### config.mk
export PLATFORM = sky130hd
export DESIGN_NAME = uart_rx_fsmd_flat
export DESIGN_NICKNAME = d
export VERILOG_FILES = /design/src/rtl/uart_rx_fsmd_if.sv /design/src/rtl/uart_rx_fsmd.sv /design/src/flat_wrapper.sv
export SDC_FILE = /design/constraint.sdc
export NUM_CORES = 1
export LEC_CHECK = 0
export CAP_MARGIN = 20
export CORE_UTILIZATION = 40
export DETAILED_ROUTE_END_ITERATION = 8
export GPL_TIMING_DRIVEN = 0
export PLACE_DENSITY = 0.58
export SLEW_MARGIN = 20
export SYNTH_ARGS = -nofsm -noshare
export SYNTH_HDL_FRONTEND = slang
export SYNTH_SLANG_ARGS = --single-unit
### constraint.sdc
create_clock -name clk -period 2.05 [get_ports clk]
set_input_delay 0.5125 -clock clk [delete_from_list [all_inputs] [get_ports clk]]
set_output_delay 0.5125 -clock clk [all_outputs]
set_load 0.05 [all_outputs]
### src/rtl/uart_rx_fsmd_if.sv
// Host/line-side bundle for the UART receiver: serial input, read strobe, holding-register outputs.
interface uart_rx_if #(
  parameter int unsigned DATA_SIZE = 8
);
  logic                 rx_in;
  logic                 rx_read;
  logic [DATA_SIZE-1:0] rx_data;
  logic                 rx_valid;
  logic                 parity_err;
  logic                 frame_err;
  logic                 overrun_err;
  logic                 busy;

  modport master (
    output rx_in, rx_read,
    input  rx_data, rx_valid, parity_err, frame_err, overrun_err, busy
  );

  modport slave (
    input  rx_in, rx_read,
    output rx_data, rx_valid, parity_err, frame_err, overrun_err, busy
  );
endinterface

### src/rtl/uart_rx_fsmd.sv
// UART receiver: 2-flop sync, mid-bit sampling, LSB-first reassembly, even parity / stop check,
// and a single-entry holding register with valid/read handshake and sticky overrun.
module uart_rx_fsmd #(
  parameter int unsigned PARITY_ON           = 1,
  parameter int unsigned DATA_SIZE           = 8,
  parameter int unsigned SAMPLING_CNTR_WIDTH = 4,
  parameter int unsigned NO_OF_CLKS          = 16
) (
  input  logic     clk,
  input  logic     rst,
  uart_rx_if.slave rx_if
);

  localparam int unsigned CW = SAMPLING_CNTR_WIDTH;
  localparam logic [CW-1:0] HALF_TERM = CW'(NO_OF_CLKS / 2 - 1);
  localparam logic [CW-1:0] FULL_TERM = CW'(NO_OF_CLKS - 1);
  localparam logic [2:0]    LAST_BIT  = 3'(DATA_SIZE - 1);

  typedef enum logic [2:0] {
    IDLE   = 3'd0,
    START  = 3'd1,
    DATA   = 3'd2,
    PARITY = 3'd3,
    STOP   = 3'd4
  } state_e;

  state_e               state_q;
  logic                 rx_meta_q;
  logic                 rx_s_q;
  logic [CW-1:0]        sample_cnt_q;
  logic [2:0]           bit_cnt_q;
  logic [DATA_SIZE-1:0] shift_q;
  logic                 p_err_q;
  logic                 busy_q;

  logic [DATA_SIZE-1:0] rx_data_q;
  logic                 rx_valid_q;
  logic                 parity_err_q;
  logic                 frame_err_q;
  logic                 overrun_err_q;

  logic half_done;
  logic full_done;
  logic commit;

  assign half_done = (sample_cnt_q == HALF_TERM);
  assign full_done = (sample_cnt_q == FULL_TERM);
  assign commit    = (state_q == STOP) && full_done;

  // Two-flop synchroniser; the line idles high so reset to 1.
  always_ff @(posedge clk or posedge rst) begin
    if (rst) begin
      rx_meta_q <= 1'b1;
      rx_s_q    <= 1'b1;
    end else begin
      rx_meta_q <= rx_if.rx_in;
      rx_s_q    <= rx_meta_q;
    end
  end

  // Frame FSM with its datapath; counters restart on every state change.
  always_ff @(posedge clk or posedge rst) begin
    if (rst) begin
      state_q      <= IDLE;
      sample_cnt_q <= '0;
      bit_cnt_q    <= '0;
      shift_q      <= '0;
      p_err_q      <= 1'b0;
      busy_q       <= 1'b0;
    end else begin
      case (state_q)
        IDLE: begin
          if (!rx_s_q) begin
            state_q      <= START;
            busy_q       <= 1'b1;
            sample_cnt_q <= '0;
            bit_cnt_q    <= '0;
          end
        end
        START: begin
          if (half_done) begin
            sample_cnt_q <= '0;
            bit_cnt_q    <= '0;
            if (!rx_s_q) begin
              state_q <= DATA;
            end else begin
              state_q <= IDLE;
              busy_q  <= 1'b0;
            end
          end else begin
            sample_cnt_q <= sample_cnt_q + 1'b1;
          end
        end
        DATA: begin
          if (full_done) begin
            sample_cnt_q <= '0;
            shift_q      <= {rx_s_q, shift_q[DATA_SIZE-1:1]};
            if (bit_cnt_q == LAST_BIT) begin
              bit_cnt_q <= '0;
              state_q   <= (PARITY_ON != 0) ? PARITY : STOP;
            end else begin
              bit_cnt_q <= bit_cnt_q + 3'd1;
            end
          end else begin
            sample_cnt_q <= sample_cnt_q + 1'b1;
          end
        end
        PARITY: begin
          if (full_done) begin
            sample_cnt_q <= '0;
            bit_cnt_q    <= '0;
            p_err_q      <= rx_s_q ^ (^shift_q);
            state_q      <= STOP;
          end else begin
            sample_cnt_q <= sample_cnt_q + 1'b1;
          end
        end
        STOP: begin
          // Remaining half stop bit is absorbed in IDLE so back-to-back frames work.
          if (full_done) begin
            sample_cnt_q <= '0;
            bit_cnt_q    <= '0;
            state_q      <= IDLE;
            busy_q       <= 1'b0;
          end else begin
            sample_cnt_q <= sample_cnt_q + 1'b1;
          end
        end
        default: begin
          state_q      <= IDLE;
          busy_q       <= 1'b0;
          sample_cnt_q <= '0;
          bit_cnt_q    <= '0;
        end
      endcase
    end
  end

  // Holding register: a read in the commit cycle frees the slot for the new frame.
  always_ff @(posedge clk or posedge rst) begin
    if (rst) begin
      rx_data_q     <= '0;
      rx_valid_q    <= 1'b0;
      parity_err_q  <= 1'b0;
      frame_err_q   <= 1'b0;
      overrun_err_q <= 1'b0;
    end else if (commit) begin
      if (!rx_valid_q || rx_if.rx_read) begin
        rx_data_q    <= shift_q;
        parity_err_q <= p_err_q;
        frame_err_q  <= ~rx_s_q;
        rx_valid_q   <= 1'b1;
        if (rx_if.rx_read) begin
          overrun_err_q <= 1'b0;
        end
      end else begin
        overrun_err_q <= 1'b1;
      end
    end else if (rx_if.rx_read) begin
      rx_valid_q    <= 1'b0;
      parity_err_q  <= 1'b0;
      frame_err_q   <= 1'b0;
      overrun_err_q <= 1'b0;
    end
  end

  assign rx_if.rx_data     = rx_data_q;
  assign rx_if.rx_valid    = rx_valid_q;
  assign rx_if.parity_err  = parity_err_q;
  assign rx_if.frame_err   = frame_err_q;
  assign rx_if.overrun_err = overrun_err_q;
  assign rx_if.busy        = busy_q;

endmodule

### src/flat_wrapper.sv
// flat-port wrapper written by rule: the top's interface ports become plain ports
module uart_rx_fsmd_flat 
#(
  parameter int unsigned PARITY_ON           = 1,
  parameter int unsigned DATA_SIZE           = 8,
  parameter int unsigned SAMPLING_CNTR_WIDTH = 4,
  parameter int unsigned NO_OF_CLKS          = 16
)
  (clk, rst, rx_if_rx_in, rx_if_rx_read, rx_if_rx_data, rx_if_rx_valid, rx_if_parity_err, rx_if_frame_err, rx_if_overrun_err, rx_if_busy);
  uart_rx_if #(.DATA_SIZE(DATA_SIZE)) rx_if_i ();
  input  logic clk;
  input  logic rst;
  input wire logic [$bits(rx_if_i.rx_in)-1:0] rx_if_rx_in;
  input wire logic [$bits(rx_if_i.rx_read)-1:0] rx_if_rx_read;
  output wire logic [$bits(rx_if_i.rx_data)-1:0] rx_if_rx_data;
  output wire logic [$bits(rx_if_i.rx_valid)-1:0] rx_if_rx_valid;
  output wire logic [$bits(rx_if_i.parity_err)-1:0] rx_if_parity_err;
  output wire logic [$bits(rx_if_i.frame_err)-1:0] rx_if_frame_err;
  output wire logic [$bits(rx_if_i.overrun_err)-1:0] rx_if_overrun_err;
  output wire logic [$bits(rx_if_i.busy)-1:0] rx_if_busy;
  assign rx_if_i.rx_in = rx_if_rx_in;
  assign rx_if_i.rx_read = rx_if_rx_read;
  assign rx_if_rx_data = rx_if_i.rx_data;
  assign rx_if_rx_valid = rx_if_i.rx_valid;
  assign rx_if_parity_err = rx_if_i.parity_err;
  assign rx_if_frame_err = rx_if_i.frame_err;
  assign rx_if_overrun_err = rx_if_i.overrun_err;
  assign rx_if_busy = rx_if_i.busy;
  uart_rx_fsmd #(.PARITY_ON(PARITY_ON), .DATA_SIZE(DATA_SIZE), .SAMPLING_CNTR_WIDTH(SAMPLING_CNTR_WIDTH), .NO_OF_CLKS(NO_OF_CLKS)) u_core (.clk(clk), .rst(rst), .rx_if(rx_if_i));
endmodule
==> results of run 1 <==
## power by group through the flow
stage / Sequential (mW) / Clock (mW) / Combinational, mW
2_1_floorplan: 0.945 / 0 / 0.764
4_1_cts: 0.929 / 0.640 / 0.978
3_3_place_gp: 0.934 / 0 / 0.937
3_5_place_dp: 0.941 / 0 / 0.975
5_1_grt: 0.962 / 0.674 / 1.10
6_report: 0.935 / 0.624 / 0.988
## sequential cells by signal, indices dropped and copies added, names as in the netlist
| name | count |
|---|---|
| u_core.rx_if.rx_valid | 1 |
| u_core.rx_if.frame_err | 1 |
| u_core.rx_if.overrun_err | 1 |
| u_core.rx_if.busy | 1 |
| u_core.rx_meta_q | 1 |
| u_core.rx_if.rx_data | 8 |
| u_core.p_err_q | 1 |
| u_core.sample_cnt_q | 4 |
| u_core.bit_cnt_q | 3 |
| u_core.shift_q | 8 |
| u_core.state_q | 3 |
| u_core.rx_if.parity_err | 1 |
| u_core.rx_s_q | 1 |
## logic make-up after synthesis
group	count (synthesis)
and+or+nand+nor	35
DFF	34
AOI/OAI and AO/OA	21
muxes	21
buffers and inverters	13
xor gates and xnor gates	8
adders and majority gates	3
## per-layer routing
layer  wire, um  GRT usage [%]  share of wire [%]  vias up
met4         80          9.783                2.8        0
met2       1373          25.77                 47       27
met5          0              0                  0        -
li1           -              -                  -      518
met3        114          3.793                3.9        9
met1       1324          20.46                 46      531
## path summary, 6_finish.rpt
kind	slack [ps]	endpoint	depth (start not counted)
min in group asynchronous	650	u_core.bit_cnt_q[0]$_DFFE_PP0P_	2
hold reg to reg	360	u_core.rx_s_q$_DFF_PP1_	0
hold / removal	360	u_core.rx_s_q$_DFF_PP1_	0
setup / recovery	70	rx_if_busy	1
setup reg to reg	130	u_core.bit_cnt_q[0]$_DFFE_PP0P_	4
max in group asynchronous	950	u_core.shift_q[2]$_DFFE_PP0P_	2
## placed cells by master, fill, tap and decap left out, types with 5 or more instances in the layout
master,instances
xnor2_1,6
nand2_1,8
mux2_2,20
inv_1,5
nor3_1,6
nor2_1,6
clkbuf_8,6
dfrtp_1,32
a21oi_1,6
clkdlybuf4s50_1,15
## layout make-up
class | instances | area [um^2] | area share (%)
Tap cell | 48 | 60.06 | 3.011
Buffer | 7 | 53.80 | 2.698
Clock buffer | 6 | 82.58 | 4.141
Multi-Input combinational cell | 88 | 721.9 | 36.20
Timing Repair Buffer | 17 | 170.2 | 8.532
Clock inverter | 1 | 30.03 | 1.506
Sequential cell | 34 | 853.3 | 42.79
Inverter | 6 | 22.52 | 1.129
## timing repair
action	4_1_cts	5_1_grt
resized for setup	0	3
endpoints found under the setup margin	0	12
setup buffers	0	1
## through the flow
step / area [um^2] / setup slack, ps / cells / power (mW) / utilization (%)
floorplan: 1634 / 274.5 / 135 / 1.709 / -
global placement: 1854 / 20.01 / 199 / 1.870 / 48.81
detailed placement: 1854 / 33.21 / 199 / 1.915 / 48.81
CTS: 1967 / 14.91 / 206 / 2.547 / 51.78
global route: 1994 / 15.05 / 207 / 2.740 / 52.50
finish: 1994 / 74.40 / 207 / 2.547 / 52.50
==> results.toml, run 1 <==
[synthesis]
synthDistinctLibCells = 36
synth-edff-count = 0
yosysTopAreaCell = "dfrtp_1"
async_flop_share_pct = 100.0
synth_compound_area_share_pct = 8.576
syn_avg_cell_area_um2 = 12.10
synthCells = 135
synth_top_family_by_area = "multiplexers"
synth_top_area_share_pct = 49.00
synthFlopType = "dfrtp_1"
ys_ff_latch = 34
synthAdderAreaFrac_pct = 2.297
synthMostInstantiatedCell = "dfrtp_1"
synthTopCellsByCount = "dfrtp_1, mux2_2, nand2_1"
synthSimpleGateAreaFrac_pct = 12.40
yosysWarnings = 0
syn_area_um2 = 1634
seq_area_frac_synth_pct = 52.22
synth_fp_nets = 142
muxShareOfSynthArea_pct = 14.70
synth.area.top_cells = "dfrtp_1, mux2_2, dfstp_2"
synth_xor_area_share_pct = 5.130

[critical_path]
crit_required_ps = 1540
crit_start = "u_core.rx_if.busy$_DFFE_PP0P_"
critPathKind = "register to output pin"
cp_top_family = "buffers and inverters"
cp_num_buf_inv = 1
endpoint_kind = "output pin"
worst_path_max_delay_cell = "clkdlybuf4s50_1"
path_cells = "clkdlybuf4s50_1"
critPathLaunchType = "register"
crit_arrival_ps = 1460
r2r_start = "u_core.rx_s_q$_DFF_PP1_"
crit_fanout = 3
max_stage_delay_ps = 810

[power]
p_comb_share_pct = 38.8
power_leakage_nw = 0.9341
pwr-share-seq_pct = 36.7
clock_power_share_pct = 24.5
internal_power_mw = 1.683
power.switching_mw = 0.8646
power_density_nw_per_um2 = 1277
irDropWorstVdd_mv = 0.5692
p_sw_share_pct = 33.94

[timing]
slew_violations = 0
finClkSkew_ps = 5.607
worstMarginPinSlew_ps = 692.8
finalCritPeriodShare_pct = 96.37
max_freq_ghz = 0.5062
rsz0062_at_grt = "false"
hold_viol_final = 0
period_needed_ps = 1976
slew_headroom_pct = 53.75
setup-tns-final_ps = 0
timing.hold.ws_ps = 363.6
setup_violations = 0

[floorplanning]
rows = 22
start_util_pct = 43.02
dieArea_um2 = 4345
die_h_um = 65.92
core_um2 = 3799
ios = 17
die_x_um = 65.92

[route]
drtIter0Drc = 33
drc = 0
via_per_inst = 5.242
wl_per_cell_um = 13.97
wl_mm = 2.892
dr.pass1.iters = 4
ant_nets = 0
vias = 1085

[finish]
drive_above_1_share_pct = 25.79
fin_nets = 166
antenna_cells = 0
syn2layout_area_growth_pct = 22.05
n_fill_cell = 324

[hold_path]
hp-class = "register to register"
min-delay-start = "u_core.rx_meta_q$_DFF_PP1_"

[cts]
postCtsHoldBufs = 0
cts_tree = "done"
cts-root-buf = "clkbuf_8"
clock_latency_ps = 290
clk_pin_slew_ps = 60
cts_max_path_buffers = 2
cts_buffers = 5
h-tree-depth = 2
clock_sinks = 34

[job]
cap_violations = 0

[global_route]
grtUsageTotal_pct = 16.43
overflow = 0
grt_max_degree = 35
grt_pass1_wl_mm = 5.181
grt_pass1_vias = 1137
antenna_found_initial = 0

[outcome]
outcome = "finished, final reports clean"

[placement]
portBuffers = 16
gp_congestion = 0.7884
dp_hpwl_mm = 1.987
Note: power is estimated with default switching activity, not from simulation.
==> run 2, diff against run 1 <==
--- a/config.mk
+++ b/config.mk
@@ -5,11 +5,10 @@
 export SDC_FILE = /design/constraint.sdc
 export NUM_CORES = 1
 export LEC_CHECK = 0
-export CAP_MARGIN = 20
-export CORE_UTILIZATION = 40
+export CORE_UTILIZATION = 55
 export DETAILED_ROUTE_END_ITERATION = 8
 export GPL_TIMING_DRIVEN = 0
-export PLACE_DENSITY = 0.58
+export PLACE_DENSITY = 0.76
 export SLEW_MARGIN = 20
 export SYNTH_ARGS = -nofsm -noshare
 export SYNTH_HDL_FRONTEND = slang
==> run 2 against run 1 <==
Net effect: fmax shrank 1.6%; worst hold slack got worse by 2.1 ps; largest power group unchanged; clock power fell by 19%; global-route usage increased by 3.1 points; via count shrank 3.0%; count of clock-buffer cells in the layout increased by 1; critical path depth unchanged; die area is 27% lower; cell count shrank 8.7%; clock skew rose by 4.7 ps.
==> results.toml, run 2 (synthesis results as in run 1) <==
[timing]
slew_headroom_pct = 53.67
max_freq_ghz = 0.4981
timing.hold.ws_ps = 361.5
setup_violations = 0
setup-tns-final_ps = 0
period_needed_ps = 2008
finClkSkew_ps = 10.34
hold_viol_final = 0
worstMarginPinSlew_ps = 693.9
slew_violations = 0
finalCritPeriodShare_pct = 97.94

[route]
drc = 0
met1Wirelength_mm = 1.191
wl_met3_um = 118
via_per_inst = 5.566
topRoutingLayerUsed = "met4"
ant_nets = 0
drtIter0Drc = 4
dr_wl_met2_mm = 1.191
wl_per_cell_um = 13.53
dr.pass1.iters = 4
wl_mm = 2.558
vias = 1052

[critical_path]
r2r_start = "u_core.sample_cnt_q[0]$_DFFE_PP0N_"
cp_num_buf_inv = 1
cp_top_family = "buffers and inverters"
critPathLaunchType = "register"
crit_required_ps = 1540
crit_arrival_ps = 1500
crit_fanout = 2
r2r_slack_ps = 200
worst_path_max_delay_cell = "clkdlybuf4s50_1"
worst-r2r-cell-count = 6
endpoint_kind = "output pin"
max_stage_delay_ps = 800
cp_num_cells = 1
critPathKind = "register to output pin"
path_cells = "clkdlybuf4s50_1"
worstReg2RegEnd = "u_core.rx_if.rx_data[4]$_DFFE_PP0P_"

[finish]
fin_area_um2 = 1941
fin_nets = 164
drive_above_1_share_pct = 25.32
syn2layout_area_growth_pct = 18.76
layout_common_cells = "dfrtp_1, mux2_2, nand2_1, dlymetal6s2s_1"
layout_commonest_cell = "dfrtp_1"
multi_input_area_um2 = 713.2
layoutNonFillerInstCount = 189
antenna_cells = 0
n_fill_cell = 201
seq_area_um2 = 853.3

[power]
clock_power_share_pct = 21.1
p_sw_share_pct = 34.14
power_mw = 2.385
pwr-share-seq_pct = 38.9
irDropWorstVdd_mv = 1.039
power_leakage_nw = 1.050
p_comb_share_pct = 40.0
power.switching_mw = 0.8143
power_density_nw_per_um2 = 1229
internal_power_mw = 1.571

[placement]
post_dp_cell_area_um2 = 1833
gp_congestion = 0.8803
dp_hpwl_mm = 1.829
dpl.cell_count = 182
portBuffers = 16

[cts]
cts_max_path_buffers = 2
cts_tree = "done"
h-tree-depth = 2
clock_sinks = 34
clk_pin_slew_ps = 100
postCtsHoldBufs = 0
clock_latency_ps = 330
cts_buffers = 5
cts-root-buf = "clkbuf_4"
cts_setup_buffers = 0

[global_route]
grtUsageTotal_pct = 19.51
grt_pass1_vias = 988
grt_pass1_wl_mm = 4.616
antenna_found_initial = 0
grt_max_degree = 35
overflow = 0

[floorplanning]
die_x_um = 56.51
ios = 17
dieArea_um2 = 3193
start_util_pct = 58.75
die_h_um = 56.51
rows = 19
core_um2 = 2781

[job]
cap_violations = 0

[hold_path]
min-delay-start = "u_core.rx_meta_q$_DFF_PP1_"
min_path_cells = 0
whs_endpoint = "u_core.rx_s_q$_DFF_PP1_"
hp-class = "register to register"

[outcome]
outcome = "finished, final reports clean"
==> run 2: cell count changes in the layout (fill, tap and decap cells not counted), moves of 2 or more <==
cell | before | now
clkbuf_4 | 0 | 5
clkbuf_8 | 6 | 1
clkdlybuf4s50_1 | 15 | 6
dlygate4sd2_1 | 0 | 2
dlymetal6s2s_1 | 1 | 8
==> run 2: power groups by stage <==
stage / registers, mW / logic, mW / clock network [mW]
after global routing: 0.952 / 1.07 / 0.553
after floorplan: 0.945 / 0.764 / 0
after global placement: 0.929 / 0.923 / 0
after detailed placement: 0.937 / 0.962 / 0
after CTS: 0.923 / 0.959 / 0.525
final: 0.928 / 0.954 / 0.503
==> run 2: layout make-up <==
class                   count  area share (%)
flip-flops and latches     34           43.97
multi-input cells          88           36.75
repair buffers             16           9.155
clock buffers               7           2.837
plain buffers               6           2.579
well taps                  31           1.999
clock inverters             1           1.547
inverters                   6           1.161
==> run 2: worst max-delay path by stage <==
stage | startpoint | endpoint | slack (ps)
5_1_grt | u_core.sample_cnt_q[0]$_DFFE_PP0N_ | u_core.rx_if.rx_data[7]$_DFFE_PP0P_ | -4
3_3_place_gp | rst | u_core.state_q[2]$_DFFE_PP0P_ | 70
6_report | u_core.rx_if.frame_err$_DFFE_PP0P_ | rx_if_frame_err | 40
2_1_floorplan | u_core.sample_cnt_q[0]$_DFFE_PP0N_ | u_core.rx_if.rx_data[0]$_DFFE_PP0P_ | 270
4_1_cts | u_core.rx_if.rx_data[6]$_DFFE_PP0P_ | rx_if_rx_data[6] | 10
3_5_place_dp | u_core.sample_cnt_q[0]$_DFFE_PP0N_ | u_core.rx_if.rx_data[4]$_DFFE_PP0P_ | 80
==> run 2: stage by stage <==
stage | utilization, % | setup slack, ps
6_report | 69.77 | 42.22
5_1_grt | 69.77 | -3.907
4_1_cts | 68.87 | 14.92
3_5_place_dp | 65.90 | 79.20
3_3_place_gp | 65.90 | 65.06
2_1_floorplan | - | 274.5
==> run 2: what timing repair did <==
action,CTS,global route
setup endpoints to repair,2,18
resized for setup,2,9
pin swaps,0,1
==> run 2: per-layer routing <==
metal / global-route usage [%] / vias to the layer above
met4: 8.362 / 0
met3: 6.912 / 6
li1: - / 514
met1: 25.70 / 511
met5: 0 / -
met2: 29.24 / 21
==> run 3, diff against run 2 <==
--- a/config.mk
+++ b/config.mk
@@ -5,10 +5,10 @@
 export SDC_FILE = /design/constraint.sdc
 export NUM_CORES = 1
 export LEC_CHECK = 0
-export CORE_UTILIZATION = 55
+export CORE_UTILIZATION = 40
 export DETAILED_ROUTE_END_ITERATION = 8
 export GPL_TIMING_DRIVEN = 0
-export PLACE_DENSITY = 0.76
+export PLACE_DENSITY = 0.58
 export SLEW_MARGIN = 20
 export SYNTH_ARGS = -nofsm -noshare
 export SYNTH_HDL_FRONTEND = slang
==> results of run 3 <==
No change in the layout: final DEF, timing and power equal those of run 1.
